===== src/rtl/pong_vga_render.sv =====
// VGA renderer for the Pong game state: generates raster timing and draws ball, paddles and net
// from coordinates that are shadowed once per frame while the CPU is idle.
module pong_vga_render #(
    parameter int CLK_DIV  = 2,
    parameter int H_ACTIVE = 640,
    parameter int H_FP     = 16,
    parameter int H_SYNC   = 96,
    parameter int H_BP     = 48,
    parameter int V_ACTIVE = 480,
    parameter int V_FP     = 10,
    parameter int V_SYNC   = 2,
    parameter int V_BP     = 33,
    parameter int BALL_SZ  = 8,
    parameter int BAR_W    = 8,
    parameter int BAR_H    = 64,
    parameter int BAR_E_X  = 16,
    parameter int BAR_D_X  = 616
) (
    input  logic       clk_clk,
    input  logic       rst_export,
    input  logic [9:0] bola_x,
    input  logic [9:0] bola_y,
    input  logic [9:0] barra_e_y,
    input  logic [9:0] barra_d_y,
    input  logic [7:0] busy,
    output logic       vga_hs,
    output logic       vga_vs,
    output logic       vga_de,
    output logic [3:0] vga_r,
    output logic [3:0] vga_g,
    output logic [3:0] vga_b,
    output logic       frame_tick
);

    localparam int H_TOTAL = H_ACTIVE + H_FP + H_SYNC + H_BP;
    localparam int V_TOTAL = V_ACTIVE + V_FP + V_SYNC + V_BP;
    localparam int PIX_W   = (CLK_DIV > 1) ? $clog2(CLK_DIV) : 1;

    localparam logic [PIX_W-1:0] PIX_LAST = PIX_W'(CLK_DIV - 1);

    localparam logic [9:0] H_LAST = 10'(H_TOTAL - 1);
    localparam logic [9:0] V_LAST = 10'(V_TOTAL - 1);
    localparam logic [9:0] H_ACT  = 10'(H_ACTIVE);
    localparam logic [9:0] V_ACT  = 10'(V_ACTIVE);
    localparam logic [9:0] HS_BEG = 10'(H_ACTIVE + H_FP);
    localparam logic [9:0] HS_END = 10'(H_ACTIVE + H_FP + H_SYNC);
    localparam logic [9:0] VS_BEG = 10'(V_ACTIVE + V_FP);
    localparam logic [9:0] VS_END = 10'(V_ACTIVE + V_FP + V_SYNC);

    localparam logic [10:0] BALL_LEN  = 11'(BALL_SZ);
    localparam logic [10:0] BAR_W_LEN = 11'(BAR_W);
    localparam logic [10:0] BAR_H_LEN = 11'(BAR_H);
    localparam logic [10:0] BAR_E_X0  = 11'(BAR_E_X);
    localparam logic [10:0] BAR_D_X0  = 11'(BAR_D_X);
    localparam logic [10:0] NET_X0    = 11'(H_ACTIVE / 2 - 2);
    localparam logic [10:0] NET_LEN   = 11'd4;

    localparam logic [9:0] BALL_X_RST = 10'(H_ACTIVE / 2 - BALL_SZ / 2);
    localparam logic [9:0] BALL_Y_RST = 10'(V_ACTIVE / 2 - BALL_SZ / 2);
    localparam logic [9:0] BAR_Y_RST  = 10'(V_ACTIVE / 2 - BAR_H / 2);

    typedef enum logic {
        S_IDLE = 1'b0,
        S_PEND = 1'b1
    } latch_state_t;

    // Half-open span test done one bit wider than the coordinates so lo+len cannot wrap.
    function automatic logic in_span(input logic [10:0] p, input logic [10:0] lo,
                                     input logic [10:0] len);
        return (p >= lo) && (p < lo + len);
    endfunction

    logic [PIX_W-1:0] pix_cnt;
    logic             pe;
    logic [9:0]       h_cnt;
    logic [9:0]       v_cnt;
    logic             h_last;
    logic             v_last;
    logic             line_start;
    logic             in_vblank;

    latch_state_t     state;
    latch_state_t     state_nxt;
    logic             latch_en;

    logic [9:0]       sh_bx;
    logic [9:0]       sh_by;
    logic [9:0]       sh_ey;
    logic [9:0]       sh_dy;

    logic [10:0]      x_p0;
    logic [10:0]      y_p0;
    logic             vld_p0;
    logic             hs_p0;
    logic             vs_p0;
    logic             hit_p0;

    logic             vld_p1;
    logic             hs_p1;
    logic             vs_p1;
    logic [3:0]       rgb_p1;
    logic             tick_p1;

    assign pe         = (pix_cnt == PIX_LAST);
    assign h_last     = (h_cnt == H_LAST);
    assign v_last     = (v_cnt == V_LAST);
    assign line_start = pe && (h_cnt == 10'd0);
    assign in_vblank  = (v_cnt >= V_ACT);

    always_ff @(posedge clk_clk) begin
        if (rst_export) begin
            pix_cnt <= '0;
        end else if (pe) begin
            pix_cnt <= '0;
        end else begin
            pix_cnt <= pix_cnt + PIX_W'(1);
        end
    end

    always_ff @(posedge clk_clk) begin
        if (rst_export) begin
            h_cnt <= '0;
            v_cnt <= '0;
        end else if (pe) begin
            h_cnt <= h_last ? 10'd0 : h_cnt + 10'd1;
            if (h_last) begin
                v_cnt <= v_last ? 10'd0 : v_cnt + 10'd1;
            end
        end
    end

    always_ff @(posedge clk_clk) begin
        if (rst_export) begin
            state <= S_IDLE;
        end else begin
            state <= state_nxt;
        end
    end

    // PEND keeps retrying at each vblank line start; giving up at frame wrap keeps old shadows.
    always_comb begin
        state_nxt = state;
        case (state)
            S_IDLE: begin
                if (line_start && (v_cnt == V_ACT) && (busy != 8'd0)) begin
                    state_nxt = S_PEND;
                end
            end
            S_PEND: begin
                if (line_start && in_vblank && (busy == 8'd0)) begin
                    state_nxt = S_IDLE;
                end else if (pe && h_last && v_last) begin
                    state_nxt = S_IDLE;
                end
            end
            default: state_nxt = S_IDLE;
        endcase
    end

    always_comb begin
        latch_en = 1'b0;
        case (state)
            S_IDLE:  latch_en = line_start && (v_cnt == V_ACT) && (busy == 8'd0);
            S_PEND:  latch_en = line_start && in_vblank && (busy == 8'd0);
            default: latch_en = 1'b0;
        endcase
    end

    always_ff @(posedge clk_clk) begin
        if (rst_export) begin
            sh_bx   <= BALL_X_RST;
            sh_by   <= BALL_Y_RST;
            sh_ey   <= BAR_Y_RST;
            sh_dy   <= BAR_Y_RST;
            tick_p1 <= 1'b0;
        end else begin
            tick_p1 <= latch_en;
            if (latch_en) begin
                sh_bx <= bola_x;
                sh_by <= bola_y;
                sh_ey <= barra_e_y;
                sh_dy <= barra_d_y;
            end
        end
    end

    // Stage p0: decode timing and object hits from the live counters.
    assign x_p0 = {1'b0, h_cnt};
    assign y_p0 = {1'b0, v_cnt};

    always_comb begin
        vld_p0 = (h_cnt < H_ACT) && (v_cnt < V_ACT);
        hs_p0  = !((h_cnt >= HS_BEG) && (h_cnt < HS_END));
        vs_p0  = !((v_cnt >= VS_BEG) && (v_cnt < VS_END));
        hit_p0 = (in_span(x_p0, {1'b0, sh_bx}, BALL_LEN) && in_span(y_p0, {1'b0, sh_by}, BALL_LEN))
              || (in_span(x_p0, BAR_E_X0, BAR_W_LEN) && in_span(y_p0, {1'b0, sh_ey}, BAR_H_LEN))
              || (in_span(x_p0, BAR_D_X0, BAR_W_LEN) && in_span(y_p0, {1'b0, sh_dy}, BAR_H_LEN))
              || (in_span(x_p0, NET_X0, NET_LEN) && !v_cnt[4]);
    end

    // Stage p1: registered video outputs, one pixel behind the counters.
    always_ff @(posedge clk_clk) begin
        if (rst_export) begin
            vld_p1 <= 1'b0;
            hs_p1  <= 1'b1;
            vs_p1  <= 1'b1;
            rgb_p1 <= 4'h0;
        end else if (pe) begin
            vld_p1 <= vld_p0;
            hs_p1  <= hs_p0;
            vs_p1  <= vs_p0;
            rgb_p1 <= (vld_p0 && hit_p0) ? 4'hF : 4'h0;
        end
    end

    assign vga_hs     = hs_p1;
    assign vga_vs     = vs_p1;
    assign vga_de     = vld_p1;
    assign vga_r      = rgb_p1;
    assign vga_g      = rgb_p1;
    assign vga_b      = rgb_p1;
    assign frame_tick = tick_p1;

endmodule


===== config.mk =====
export PLATFORM = sky130hd
export DESIGN_NAME = pong_vga_render
export DESIGN_NICKNAME = d
export VERILOG_FILES = /design/src/rtl/pong_vga_render.sv
export SDC_FILE = /design/constraint.sdc
export NUM_CORES = 1
export LEC_CHECK = 0
export CAP_MARGIN = 20
export CORE_UTILIZATION = 60
export CTS_CLUSTER_DIAMETER = 120
export DETAILED_ROUTE_END_ITERATION = 6
export PLACE_DENSITY = 0.9
export SLEW_MARGIN = 10
export SYNTH_ARGS = -nofsm -noshare
export SYNTH_HDL_FRONTEND = slang
export SYNTH_SLANG_ARGS = --single-unit

===== constraint.sdc =====
create_clock -name clk_clk -period 6.48 [get_ports clk_clk]
set_clock_uncertainty 0.2 [all_clocks]
set_input_delay 0.648 -clock clk_clk [delete_from_list [all_inputs] [get_ports clk_clk]]
set_output_delay 0.648 -clock clk_clk [all_outputs]
set_load 0.05 [all_outputs]

==> qor.json <==
{
  "drt_pre_antenna_iters": {"value": 5},
  "buffer_ports.inserted": {"value": 65},
  "place_hpwl": {"value": 8.00, "unit": "mm"},
  "min_period_over_period": {"value": 44.6, "unit": "%"},
  "finalSetupViolCount": {"value": 0},
  "hold_viol": {"value": 0},
  "global_route.usage.met2": {"value": 49.0, "unit": "%"},
  "routed_via_density": {"value": 5.87},
  "post-synth-top-area-fraction": {"value": 28.7, "unit": "%"},
  "gr-usage-met3": {"value": 4.23, "unit": "%"},
  "max_freq": {"value": 346, "unit": "MHz"},
  "syn_nets": {"value": 682},
  "grt_pass1_wl": {"value": 18.6, "unit": "mm"},
  "route.detailed.wl_per_inst": {"value": 15.6, "unit": "um"},
  "timing.max_cap.violations": {"value": 0},
  "fp.dieW": {"value": 90.2, "unit": "um"},
  "critical_path_class": {"value": "reg2reg"},
  "crit_fanout": {"value": 25},
  "routed-via-count": {"value": 4174},
  "worst_setup_hold_path_clk_slew": {"value": 0.07, "unit": "ns"},
  "place.gp.congestion": {"value": 0.920},
  "proportion_of_register_bits_with_asynchronous_set_or_reset_after_synthesis": {"value": 0, "unit": "%"},
  "antenna_diode_count": {"value": 0},
  "tritoncts.num_buffers": {"value": 9},
  "tightest_hold_check_type": {"value": "reg2reg"},
  "first_global_vias": {"value": 4032},
  "global_route.peak_usage_layer": {"value": "met2"},
  "worst_path_max_delay_cell": {"value": "dfxtp_1"},
  "critical_path.startpoint_type": {"value": "flop"},
  "clk_root_buffer_cell": {"value": "clkbuf_8"},
  "fp.coreArea": {"value": 7370, "unit": "sq um"},
  "rsz0062_at_grt": {"value": "no"},
  "post_synth_instance_area": {"value": 4670, "unit": "sq um"},
  "critPathCaptureType": {"value": "flop"},
  "postSynthRegisterBits": {"value": 67},
  "route.detailed.drc": {"value": 0},
  "report.final.slew_viol_count": {"value": 0},
  "critical-path-top-delay-family": {"value": "simple AND/OR/NAND/NOR gates"},
  "timing.max_slew.rel_slack": {"value": 36.3, "unit": "%"},
  "run_status": {"value": "finished clean"},
  "final_nets": {"value": 727},
  "synth-edff-count": {"value": 0},
  "yosysWarnings": {"value": 0},
  "cts_max_level": {"value": 3},
  "cp.depth": {"value": 7},
  "power-per-cell-area": {"value": 160, "unit": "nW/um^2"},
  "postSynthCellCount": {"value": 562},
  "die_h": {"value": 90.2, "unit": "um"},
  "worstPathCellList": {"value": "and4_2 > nor4b_2 > nand3b_1 > nand2_1 > nand2_1 > nand2_1 > a21oi_1"},
  "final_period_minus_worst_setup_slack": {"value": 2.89, "unit": "ns"},
  "dp_slack": {"value": 3.54, "unit": "ns"},
  "ir_worst_vdd": {"value": 0.114, "unit": "mV"},
  "buffers_and_inverters_on_the_worst_path": {"value": 0},
  "design.die.area": {"value": 8140, "unit": "sq um"},
  "setup_tns": {"value": 0, "unit": "ns"},
  "synth.yosys.seq_area_share": {"value": 28.7, "unit": "%"},
  "drt_iter0_markers": {"value": 270},
  "flow.area_growth_from_synthesis": {"value": 16.3, "unit": "%"},
  "design.portCount": {"value": 66},
  "worstSkewPairLatency": {"value": 0.35, "unit": "ns"},
  "global_route.usage.total": {"value": 28.3, "unit": "%"},
  "synth_largest_area_cell": {"value": "dfxtp_1"},
  "totalWireLength": {"value": 11.1, "unit": "mm"},
  "place_area": {"value": 5200, "unit": "sq um"},
  "crit_path_frequent_cell": {"value": "nand2_1"},
  "p_leak": {"value": 0.00225, "unit": "uW"},
  "drt.antenna.violating_nets": {"value": 0},
  "synthDistinctLibCells": {"value": 58},
  "ctsHoldBuffers": {"value": 0},
  "grt_max_degree": {"value": 57},
  "critical_path_required": {"value": 6.47, "unit": "ns"},
  "use_met1": {"value": 34.3, "unit": "%"},
  "post-route-util": {"value": 73.7, "unit": "%"},
  "cell_types_with_the_largest_area_share_after_synthesis": {"value": "dfxtp_1, ha_1, nand2_1, a21oi_1, xnor2_1"},
  "cts-resized-gates": {"value": 0},
  "grt_antenna_before_repair": {"value": 0},
  "total_grt_overflow": {"value": 0},
  "layout-drive-gt1-share": {"value": 5.72, "unit": "%"},
  "min_setup_slack_post_route": {"value": 3.59, "unit": "ns"},
  "reg2reg_path_depth": {"value": 7},
  "max_stage_delay": {"value": 0.64, "unit": "ns"},
  "synth_top_flop_cell": {"value": "dfxtp_1"},
  "cts_sinks": {"value": 67},
  "initial_standard_cell_utilization_of_the_core": {"value": 63.3, "unit": "%"},
  "ys_top_cells_by_count": {"value": "ha_1, nand2_1, dfxtp_1"},
  "rows": {"value": 31},
  "tritoncts": {"value": "done"},
  "syn_area_per_cell": {"value": 8.30, "unit": "sq um"},
  "hold-path-cell-count": {"value": 2},
  "tightest_slew": {"value": 0.953, "unit": "ns"},
  "post-cts-setup-buffer-count": {"value": 0},
  "post-route-cell-area": {"value": 5430, "unit": "sq um"},
  "clock_tree.buffer_depth": {"value": 2},
  "cp.arrival": {"value": 2.88, "unit": "ns"}
}
[flip-flops by register name, summed over array words and instances, names as in the netlist, 10 cells and up]
| name | flops |
|---|---|
| h_cnt | 10 |
| sh_bx | 10 |
| sh_by | 10 |
| sh_dy | 10 |
| sh_ey | 10 |
| v_cnt | 10 |
[final cells by class]
cell class | count | area (sq um)
clock inverters | 5 | 75.1
multi-input cells | 413 | 2900
clock buffers | 11 | 151
well taps | 99 | 124
inverters | 51 | 191
repair buffers | 65 | 646
flip-flops and latches | 67 | 1340
fillers | 541 | 1940
[path summary, 6_finish.rpt]
path,start,endpoint,slack (ns)
setup / recovery,v_cnt[6],sh_ey[2],3.59
hold / removal,sh_ey[3],sh_ey[3],0.26
setup reg to reg,v_cnt[6],sh_ey[2],3.59
hold reg to reg,sh_ey[3],sh_ey[3],0.26
[cell usage in the layout (no fill, tap or decap), drive strengths merged, types with 3 or more instances in the layout]
cell type | netlist | routed
and4 | 3 | 3
a211o | 17 | 17
nand4 | 10 | 10
o21ai | 13 | 13
nor4 | 7 | 7
nand2 | 71 | 71
xnor2 | 22 | 22
nor2 | 50 | 50
clkbuf | 10 | 11
clkdlybuf4s50 | 0 | 64
o2111ai | 3 | 3
xor2 | 10 | 10
or2 | 3 | 3
a21o | 15 | 15
nand3b | 3 | 3
nand3 | 23 | 23
dfxtp | 67 | 67
inv | 51 | 51
clkinv | 0 | 3
a21oi | 48 | 48
nor3 | 9 | 9
ha | 70 | 70
nand2b | 8 | 8
[layer usage]
metal	part of all wire, %	up-vias
met4	2.9	0
met1	43	1942
met3	5.3	34
met5	0	-
met2	49	168
li1	-	2030
[kinds of logic (layout without fill, tap and decap cells)]
family                     count (synthesis)  count (layout)  synth area share [%]
xor gates and xnor gates                  32              32                  6.01
adders and majority gates                 70              70                  18.8
buffers and inverters                     82             132                  9.11
DFF                                       67              67                  28.7
muxes                                      1               1                 0.214
AOI/OAI and AO/OA                        115             115                  16.5
and+or+nand+nor                          195             195                  20.7
[report_power, final]
| part | switching (uW) | internal [uW] |
|---|---|---|
| registers | 3.51 | 414 |
| logic | 19.2 | 32.4 |
| clock network | 165 | 236 |
| total | 188 | 682 |
[worst register-to-register path, delay by kind of cell (launching register included)]
kind,cells,cell delay (ns)
flops,1,0.64
compound gates,1,0.10
simple gates,6,1.79
[stage by stage]
step / instances / hold slack, ns / power, uW
after floorplan: 562 / 0.236 / 444
after detailed placement: 695 / 0.248 / 478
final: 711 / 0.258 / 869
after global routing: 711 / 0.281 / 890
after global placement: 695 / 0.243 / 477
after CTS: 711 / 0.257 / 868
Note: power is estimated with default switching activity, not from simulation.
